===== src/rtl/addsub_cla_pipe.sv =====
// Pipelined WIDTH-bit carry-lookahead add/sub, one SEG-bit slice per stage; ovf is live only with ADDSUB_CLA_OVF_EN.
// Latency: N = WIDTH/SEG cycles from acceptance to out_valid, plus one per stall cycle.
// Backpressure: whole pipe advances together; in_ready = !out_valid || out_ready.
module addsub_cla_pipe #(
  parameter int WIDTH = 32,
  parameter int SEG   = 8
) (
  input  logic             clk,
  input  logic             rst_n,
  input  logic             in_valid,
  output logic             in_ready,
  input  logic [WIDTH-1:0] ain,
  input  logic [WIDTH-1:0] bin,
  input  logic             cin,
  input  logic             din,
  output logic             out_valid,
  input  logic             out_ready,
  output logic [WIDTH-1:0] sum,
  output logic             cout,
  output logic             ovf
);

  localparam int N = WIDTH / SEG;

  logic adv;
  assign adv      = !out_valid || out_ready;
  assign in_ready = adv;

  // Every carry is a flat sum-of-products of g/p terms, not a ripple chain.
  function automatic logic [SEG:0] cla_carry(input logic [SEG-1:0] g,
                                             input logic [SEG-1:0] p,
                                             input logic           c0);
    logic [SEG:0] c;
    logic         term;
    c    = '0;
    c[0] = c0;
    for (int i = 1; i <= SEG; i++) begin
      term = c0;
      for (int j = 0; j < i; j++) term = term & p[j];
      c[i] = term;
      for (int j = 0; j < i; j++) begin
        term = g[j];
        for (int m = j + 1; m < i; m++) term = term & p[m];
        c[i] = c[i] | term;
      end
    end
    return c;
  endfunction

  genvar k;
  for (k = 0; k < N; k++) begin : g_stg
    localparam int LO  = k * SEG;
    localparam int REM = WIDTH - LO;

    logic [REM-1:0]    op_a, op_b;
    logic              op_c, v_d;
    logic [SEG-1:0]    g, p, sl_s;
    logic [SEG:0]      sl_c;
    logic [LO+SEG-1:0] s_d, s_q;
    logic              c_q, v_q;

    if (k == 0) begin : g_head
      assign op_a = ain;
      assign op_b = din ? bin : ~bin;
      assign op_c = din ? cin : 1'b1;
      assign v_d  = in_valid;
      assign s_d  = sl_s;
    end else begin : g_body
      assign op_a = g_fwd[k-1].a_q;
      assign op_b = g_fwd[k-1].b_q;
      assign op_c = g_stg[k-1].c_q;
      assign v_d  = g_stg[k-1].v_q;
      assign s_d  = {sl_s, g_stg[k-1].s_q};
    end

    assign g    = op_a[SEG-1:0] & op_b[SEG-1:0];
    assign p    = op_a[SEG-1:0] ^ op_b[SEG-1:0];
    assign sl_c = cla_carry(g, p, op_c);
    assign sl_s = p ^ sl_c[SEG-1:0];

    always_ff @(posedge clk or negedge rst_n) begin
      if (!rst_n) begin
        v_q <= 1'b0;
        c_q <= 1'b0;
        s_q <= '0;
      end else if (adv) begin
        v_q <= v_d;
        c_q <= sl_c[SEG];
        s_q <= s_d;
      end
    end
  end

  // Operand skew: upper slices not yet summed travel alongside the partial sum.
  for (k = 0; k < N - 1; k++) begin : g_fwd
    logic [WIDTH-(k+1)*SEG-1:0] a_q, b_q;

    always_ff @(posedge clk or negedge rst_n) begin
      if (!rst_n) begin
        a_q <= '0;
        b_q <= '0;
      end else if (adv) begin
        a_q <= g_stg[k].op_a[WIDTH-k*SEG-1:SEG];
        b_q <= g_stg[k].op_b[WIDTH-k*SEG-1:SEG];
      end
    end
  end

  assign out_valid = g_stg[N-1].v_q;
  assign sum       = g_stg[N-1].s_q;
  assign cout      = g_stg[N-1].c_q;

`ifdef ADDSUB_CLA_OVF_EN
  logic cmsb_q;

  always_ff @(posedge clk or negedge rst_n) begin
    if (!rst_n) begin
      cmsb_q <= 1'b0;
    end else if (adv) begin
      cmsb_q <= g_stg[N-1].sl_c[SEG-1];
    end
  end

  assign ovf = cmsb_q ^ cout;
`else
  assign ovf = 1'b0;
`endif

endmodule


===== config.mk =====
export PLATFORM = sky130hd
export DESIGN_NAME = addsub_cla_pipe
export DESIGN_NICKNAME = d
export VERILOG_FILES = /design/src/rtl/addsub_cla_pipe.sv
export SDC_FILE = /design/constraint.sdc
export NUM_CORES = 1
export LEC_CHECK = 0
export BUFFER_PORTS_ARGS = -buffer_cell sky130_fd_sc_hd__buf_2
export CAP_MARGIN = 15
export CORE_MARGIN = 2
export CORE_UTILIZATION = 58
export CTS_CLUSTER_SIZE = 8
export DETAILED_ROUTE_END_ITERATION = 7
export GPL_TIMING_DRIVEN = 0
export HOLD_SLACK_MARGIN = 0.12
export PLACE_DENSITY_LB_ADDON = 0.1
export REMOVE_ABC_BUFFERS = 1
export SLEW_MARGIN = 40
export SYNTH_ARGS = -nofsm -noshare
export SYNTH_HDL_FRONTEND = slang
export SYNTH_SLANG_ARGS = --single-unit
export TNS_END_PERCENT = 100

===== constraint.sdc =====
create_clock -name clk -period 2.5 [get_ports clk]
set_input_delay 0.5 -clock clk [delete_from_list [all_inputs] [get_ports clk]]
set_output_delay 0.5 -clock clk [all_outputs]
set_load 0.005 [all_outputs]

==> flow_metrics.env, run 1 <==
export IMPL_viasPerCell=5.00
export IMPL_ir_drop_uv=616
export IMPL_finalHoldViolations=0
export IMPL_overflow=0
export IMPL_synth_area_mux_share_pct=0.120
export IMPL_cts_root_buf="clkbuf_16"
export IMPL_initialDrtViolationCount=431
export IMPL_synthTopCellsByArea="dfrtp_1 (55%), nand2_1 (18%), ha_1 (5.4%)"
export IMPL_die_h_um=124
export IMPL_cts_num_sinks=184
export IMPL_grt_pass1_vias=5741
export IMPL_grt_max_degree=74
export IMPL_fmax_mhz=419
export IMPL_synth_compound_area_share_pct=6.97
export IMPL_crit_chain="nor2b_4, buf_16, buf_16, inv_16, buf_16, buf_2"
export IMPL_start_util_pct=59.7
export IMPL_syn_to_final_growth_pct=16.8
export IMPL_cts_tree="yes"
export IMPL_fin_setup_tns_ps=0
export IMPL_post_route_util_pct=69.8
export IMPL_drv_slew=0
export IMPL_outcome="finished clean"
export IMPL_cp_required_ps=2000
export IMPL_min_path_cells=3
export IMPL_cp_common_cell="buf_16"
export IMPL_ys_types=36
export IMPL_timing_rr_start="g_fwd[2].a_q[0]$_DFFE_PN0P_"
export IMPL_hp_class="input port to register"
export IMPL_clkTransAtPathRegs_ps=60
export IMPL_dr_total_vias=5974
export IMPL_maxSlewHeadroom_pct=61.5
export IMPL_wl_per_cell_um=13.2
export IMPL_route_detailed_drc=0
export IMPL_synth_area_leader_cell="dfrtp_1"
export IMPL_synth_top_family_by_area="simple AND/OR/NAND/NOR gates"
export IMPL_ys_ff_latch=184
export IMPL_ys_warn_count=0
export IMPL_async_flop_share_pct=100
export IMPL_synth_top_area_share_pct=55.3
export IMPL_reg2reg_slack_ps=360
export IMPL_ys_seq_area_share_pct=55.3
export IMPL_synth_area_per_cell_um2=9.14
export IMPL_worstRegToRegCells=7
export IMPL_cts_buffers=17
export IMPL_nFillCells=1147
export IMPL_hold_path_endpoint="g_fwd[0].a_q[6]$_DFFE_PN0P_"
export IMPL_crit_path_start_kind="register"
export IMPL_grt_usage_pct=22.2
export IMPL_diodes=0
export IMPL_portBuffers=104
export IMPL_hold_path_startpoint="ain[14]"
export IMPL_firstDrtPassIters=5
export IMPL_antenna_found_initial=1
export IMPL_end_kind="output pin"
export IMPL_fin_crit_ps=2380
export IMPL_critPathKind="register to output pin"
export IMPL_worstPathArrival_ps=1880
export IMPL_p_leak_nw=5.03
export IMPL_rr_endpoint="sum[29]$_DFFE_PN0P_"
export IMPL_synthAdderAreaFrac_pct=6.37
export IMPL_slowest_stage="dfrtp_1"
export IMPL_finalSetupViolCount=0
export IMPL_htreeDepth=4
export IMPL_yosys_area_share_simple_pct=22.7
export IMPL_fin_area_um2=9720
export IMPL_cap_violations=0
export IMPL_io_pins=106
export IMPL_cellPowerDensity_nw_per_um2=1250
export IMPL_synth_edff_count=0
export IMPL_wirelength_um=15800
export IMPL_dp_final_hpwl_um=9820
export IMPL_num_nets_final=1112
export IMPL_antenna_left=0
export IMPL_tightest_slew_ps=577
export IMPL_netlist_area_um2=8320
export IMPL_gp_congestion=0.811
export IMPL_syn_instance_count=911
export IMPL_die_x_um=124
export IMPL_cts_buffer_depth=2
export IMPL_rows=43
export IMPL_drive_gt1_share_pct=14.3
export IMPL_synth_xor_area_share_pct=5.58
export IMPL_placed_area_um2=9110
export IMPL_die_area_um2=15300
export IMPL_slowest_delay_ps=370
export IMPL_fin_skew_ps=6.75
export IMPL_cp_max_fo=56
export IMPL_final_period_utilization_pct=95.4
export IMPL_grt_pass1_wl_um=26200
export IMPL_synth_flop_cell="dfrtp_1"
export IMPL_core_um2=13900
export IMPL_clk_latency_ps=420
export IMPL_rsz0062_at_grt="no"
export IMPL_startpoint="out_valid$_DFFE_PN0P_"
report_power, final:
part           leakage [nW]  internal, mW  switching, mW  total (mW)
clock network         0.249          1.31           1.04        2.35
registers              2.18          4.33          0.717        5.05
logic                  2.60          2.10           2.60        4.70
through the flow:
stage / instances / power (mW) / worst slack (ps) / hold WS (ps)
6_report: 1194 / 12.1 / 115 / 273
5_1_grt: 1194 / 13.2 / 16.6 / 267
4_1_cts: 1193 / 12.2 / 40.1 / 257
3_5_place_dp: 1158 / 9.68 / -446 / 440
3_3_place_gp: 1149 / 8.45 / -15120 / 441
2_1_floorplan: 865 / 8.38 / -7920 / 204
cell usage in the layout, fill, tap and decap left out, types with 3 or more instances in the layout:
cell type	count
fa_1	4
o21ai_0	21
nor3_1	4
nor2_1	51
clkinv_2	4
nand3_1	13
dfrtp_1	184
clkbuf_1	8
a21oi_1	56
buf_16	8
inv_1	3
nand4_1	4
nand2b_1	7
ha_1	36
xor2_1	32
buf_2	102
o211ai_1	4
clkbuf_16	18
a21o_1	3
xnor2_1	21
nand2_1	401
cells by family (layout without fill, tap and decap cells):
logic type	after synthesis	in the layout
and+or+nand+nor	486	486
DFF	184	184
AOI/OAI and AO/OA	96	96
xor gates and xnor gates	53	53
buffers and inverters	50	153
adders and majority gates	40	40
other	1	1
muxes	1	1
flip-flops by register name, indices dropped and copies added, names as in the netlist:
name	cells
cout	1
out_valid	1
g_fwd.b_q	48
g_stg.s_q	48
g_stg.c_q	3
g_stg.v_q	3
sum	32
g_fwd.a_q	48
final cells by class:
cell class	count	area [um^2]	share of cell area [%]
inverter	4	31.3	0.322
tap	180	225	2.32
timing repair inverter	1	8.76	0.0901
multi-input combinational	677	3490	35.9
sequential	184	4600	47.4
clock inverter	4	20.0	0.206
timing repair buffer	117	861	8.86
clock buffer	27	483	4.97
critical path: cells and delay by family, from the launching register on:
| family | cells | cell delay (ps) |
|---|---|---|
| flip-flops | 1 | 370 |
| buffers and inverters | 5 | 870 |
| AND/OR/NAND/NOR | 1 | 150 |
routing by layer:
| metal | GRT usage [%] | share of wire [%] | up-vias |
|---|---|---|---|
| li1 | - | - | 3088 |
| met1 | 28.3 | 46 | 2779 |
| met2 | 37.8 | 49 | 91 |
| met3 | 5.08 | 4.1 | 16 |
| met4 | 6.82 | 1.2 | 0 |
| met5 | 0 | 0 | - |
worst max-delay path by stage:
stage	endpoint	slack, ps	cells after the start
after floorplan	g_stg[1].s_q[13]$_DFFE_PN0P_	-7920	4
after global placement	in_ready	-15120	4
after detailed placement	in_ready	-450	8
after CTS	in_ready	40	6
after global routing	in_ready	20	6
final	in_ready	120	6
synth_stat cells (2+ instances only):
| cell type | instances |
|---|---|
| or3_1 | 2 |
| nor3_1 | 4 |
| o21ai_0 | 21 |
| buf_2 | 39 |
| nand4_1 | 4 |
| o211ai_1 | 4 |
| o21a_1 | 2 |
| clkbuf_1 | 6 |
| xnor2_1 | 21 |
| o31ai_1 | 2 |
| nand3_1 | 13 |
| dfrtp_1 | 184 |
| a2111oi_4 | 2 |
| a21oi_1 | 56 |
| xor2_1 | 32 |
| nand2_1 | 401 |
| ha_1 | 36 |
| inv_1 | 3 |
| a21o_1 | 3 |
| fa_1 | 4 |
| nor2_1 | 51 |
| nand2b_1 | 7 |
what timing repair did:
item,4_1_cts,5_1_grt
endpoints found under the setup margin,1,1
hold buffers,1,0
endpoints found under the hold margin,50,0
resized for setup,2,0
gates cloned,3,1
setup buffers,1,0
No activity file was read; power rests on OpenSTA's default activity.
==> run 2: changes to the inputs <==
--- a/config.mk
+++ b/config.mk
@@ -5,6 +5,7 @@
 export SDC_FILE = /design/constraint.sdc
 export NUM_CORES = 1
 export LEC_CHECK = 0
+export ABC_AREA = 1
 export BUFFER_PORTS_ARGS = -buffer_cell sky130_fd_sc_hd__buf_2
 export CAP_MARGIN = 15
 export CORE_MARGIN = 2
==> flow_metrics.env, run 2 <==
export IMPL_outcome="finished clean"
export IMPL_clk_latency_ps=430
export IMPL_worstPathArrival_ps=1850
export IMPL_synth_area_leader_cell="dfrtp_1"
export IMPL_final_cell_mix="nand2_1 (387), dfrtp_1 (184), o21ai_0 (103)"
export IMPL_finalHoldViolations=0
export IMPL_pre_cts_slack_ps=-195
export IMPL_clkTransAtPathRegs_ps=70
export IMPL_num_nets_final=1151
export IMPL_wl_per_cell_um=12.8
export IMPL_synth_area_per_cell_um2=8.86
export IMPL_firstDrtPassIters=4
export IMPL_p_int_mw=7.86
export IMPL_swShare_pct=35.4
export IMPL_fmax_mhz=425
export IMPL_cts_tree="yes"
export IMPL_cp_max_fo=60
export IMPL_switchingPower_mw=4.31
export IMPL_htreeDepth=4
export IMPL_power_frac_comb_pct=35.5
export IMPL_antenna_found_initial=1
export IMPL_gp_congestion=0.748
export IMPL_largestRegisters="g_fwd.a_q: 48 flops, g_fwd.b_q: 48 flops, g_stg.s_q: 48 flops"
export IMPL_nFillCells=1119
export IMPL_synthAdderAreaFrac_pct=6.33
export IMPL_wirelength_um=15800
export IMPL_crit_path_start_kind="register"
export IMPL_min_path_cells=3
export IMPL_antenna_left=0
export IMPL_syn_instance_count=946
export IMPL_worstRegToRegCells=9
export IMPL_initialDrtViolationCount=327
export IMPL_drive_gt1_share_pct=15.8
export IMPL_cp_required_ps=2000
export IMPL_netlist_area_um2=8380
export IMPL_synth_top_area_share_pct=54.9
export IMPL_yosys_area_share_simple_pct=22.1
export IMPL_synth_xor_area_share_pct=4.08
export IMPL_seq_power_share_pct=41.0
export IMPL_ys_ff_latch=184
export IMPL_portBuffers=104
export IMPL_fin_skew_ps=7.62
export IMPL_route_detailed_drc=0
export IMPL_grt_usage_pct=21.8
export IMPL_die_h_um=124
export IMPL_power_total_mw=12.2
export IMPL_grt_pass1_vias=6028
export IMPL_start_util_pct=59.9
export IMPL_grt_pass1_wl_um=27700
export IMPL_startpoint="out_valid$_DFFE_PN0P_"
export IMPL_fin_crit_ps=2350
export IMPL_post_route_util_pct=70.8
export IMPL_cts_num_sinks=184
export IMPL_die_area_um2=15400
export IMPL_syn_to_final_growth_pct=18.3
export IMPL_cts_root_buf="clkbuf_16"
export IMPL_critPathKind="register to output pin"
export IMPL_p_leak_nw=5.21
export IMPL_dp_final_hpwl_um=9680
export IMPL_grt_max_degree=67
export IMPL_hold_path_startpoint="ain[11]"
export IMPL_cap_violations=0
export IMPL_finalSetupViolCount=0
export IMPL_synth_flop_cell="dfrtp_1"
export IMPL_dr_total_vias=6166
export IMPL_synthTopCellsByCount="nand2_1 (387), dfrtp_1 (184), o21ai_0 (103)"
export IMPL_overflow=0
export IMPL_core_um2=14000
export IMPL_io_pins=106
export IMPL_reg2reg_slack_ps=680
export IMPL_timing_rr_start="g_fwd[0].a_q[0]$_DFFE_PN0P_"
export IMPL_synth_compound_area_share_pct=7.02
export IMPL_synth_edff_count=0
export IMPL_fin_setup_tns_ps=0
export IMPL_setup_slack_ps=147
export IMPL_ys_warn_count=0
export IMPL_die_x_um=124
export IMPL_end_kind="output pin"
export IMPL_cts_buffers=17
export IMPL_ir_drop_uv=563
export IMPL_ys_seq_area_share_pct=54.9
export IMPL_synthTopCellsByArea="dfrtp_1 (55%), nand2_1 (17%), o21ai_0 (6.2%)"
export IMPL_rsz0062_at_grt="no"
export IMPL_tightest_slew_ps=596
export IMPL_async_flop_share_pct=100
export IMPL_synth_top_family_by_area="simple AND/OR/NAND/NOR gates"
export IMPL_drv_slew=0
export IMPL_final_common_cell="nand2_1"
export IMPL_ys_types=28
export IMPL_clkPwrFrac_pct=23.5
export IMPL_synth_area_mux_share_pct=0
export IMPL_maxSlewHeadroom_pct=60.3
export IMPL_hp_class="input port to register"
export IMPL_synth_most_common_cell="nand2_1"
export IMPL_final_period_utilization_pct=94.1
export IMPL_viasPerCell=4.99
export IMPL_rows=43
export IMPL_cts_buffer_depth=2
export IMPL_cellPowerDensity_nw_per_um2=1230
[run 2: cell types whose count changed after synthesis, sizes merged, moves of 7 or more]
cell	previous run	this run
a21oi	56	9
inv	4	60
nand2	401	391
nand2b	7	0
nand3	13	25
nand3b	0	7
nor2	51	30
o21ai	21	103
xnor2	21	12
[run 2: final cells by class]
class | count | area (um^2) | area share [%]
Inverter | 61 | 241 | 2.44
Timing Repair Buffer | 120 | 888 | 8.96
Antenna cell | 1 | 2.50 | 0.0252
Clock inverter | 14 | 195 | 1.97
Tap cell | 180 | 225 | 2.27
Clock buffer | 18 | 439 | 4.43
Multi-Input combinational cell | 657 | 3310 | 33.4
Sequential cell | 184 | 4600 | 46.5
[run 2: kinds of logic after synthesis]
logic type | Yosys count
AO/OA/AOI/OAI | 116
XOR/XNOR | 39
adder cells (fa/ha/maj) | 40
buffers and inverters | 105
flip-flops | 184
other | 1
AND/OR/NAND/NOR | 461
[run 2: worst paths after layout]
kind,endpoint
hold / removal,g_fwd[0].a_q[3]$_DFFE_PN0P_
setup reg to reg,g_stg[1].s_q[13]$_DFFE_PN0P_
hold reg to reg,g_fwd[1].b_q[1]$_DFFE_PN0P_
max in group asynchronous,g_fwd[1].a_q[13]$_DFFE_PN0P_
setup / recovery,in_ready
min in group asynchronous,g_fwd[1].a_q[9]$_DFFE_PN0P_
[run 2: through the flow]
| step | area [um^2] | cells | hold slack (ps) |
|---|---|---|---|
| 2_1_floorplan | 8150 | 902 | 204 |
| 3_3_place_gp | 8890 | 1186 | 448 |
| 3_5_place_dp | 9190 | 1198 | 451 |
| 4_1_cts | 9880 | 1233 | 242 |
| 5_1_grt | 9910 | 1234 | 267 |
| 6_report | 9910 | 1235 | 256 |
[run 2: what timing repair did]
| action | CTS | global route |
|---|---|---|
| pin swaps | 1 | 0 |
| setup buffers | 1 | 0 |
| hold buffers | 1 | 0 |
| endpoints found under the setup margin | 1 | 1 |
| resized for setup | 1 | 0 |
| endpoints found under the hold margin | 64 | 0 |
| gates cloned | 1 | 1 |
[run 2: per-layer routing]
layer | vias to the layer above | track usage, % | share of wire (%)
li1 | 3149 | - | -
met1 | 2892 | 27.7 | 45
met2 | 100 | 36.7 | 49
met3 | 23 | 5.72 | 4.2
met4 | 2 | 7.01 | 1.5
met5 | - | 0 | 0.082
[run 2: worst max-delay path, stage by stage, from the launching register on]
cell and delay, ps:
dfrtp_1 370, inv_1 90, nor2_4 60, buf_16 150, buf_16 170, inv_12 200
buf_16 220, buf_2 130
[run 2: power by group through the flow]
stage	clock [mW]	combinational [mW]	sequential (mW)
5_1_grt	3.04	5.06	5.16
6_report	2.86	4.31	4.99
3_5_place_dp	0	4.20	5.02
2_1_floorplan	0	2.92	4.91
3_3_place_gp	0	3.93	4.99
4_1_cts	2.91	4.35	4.99
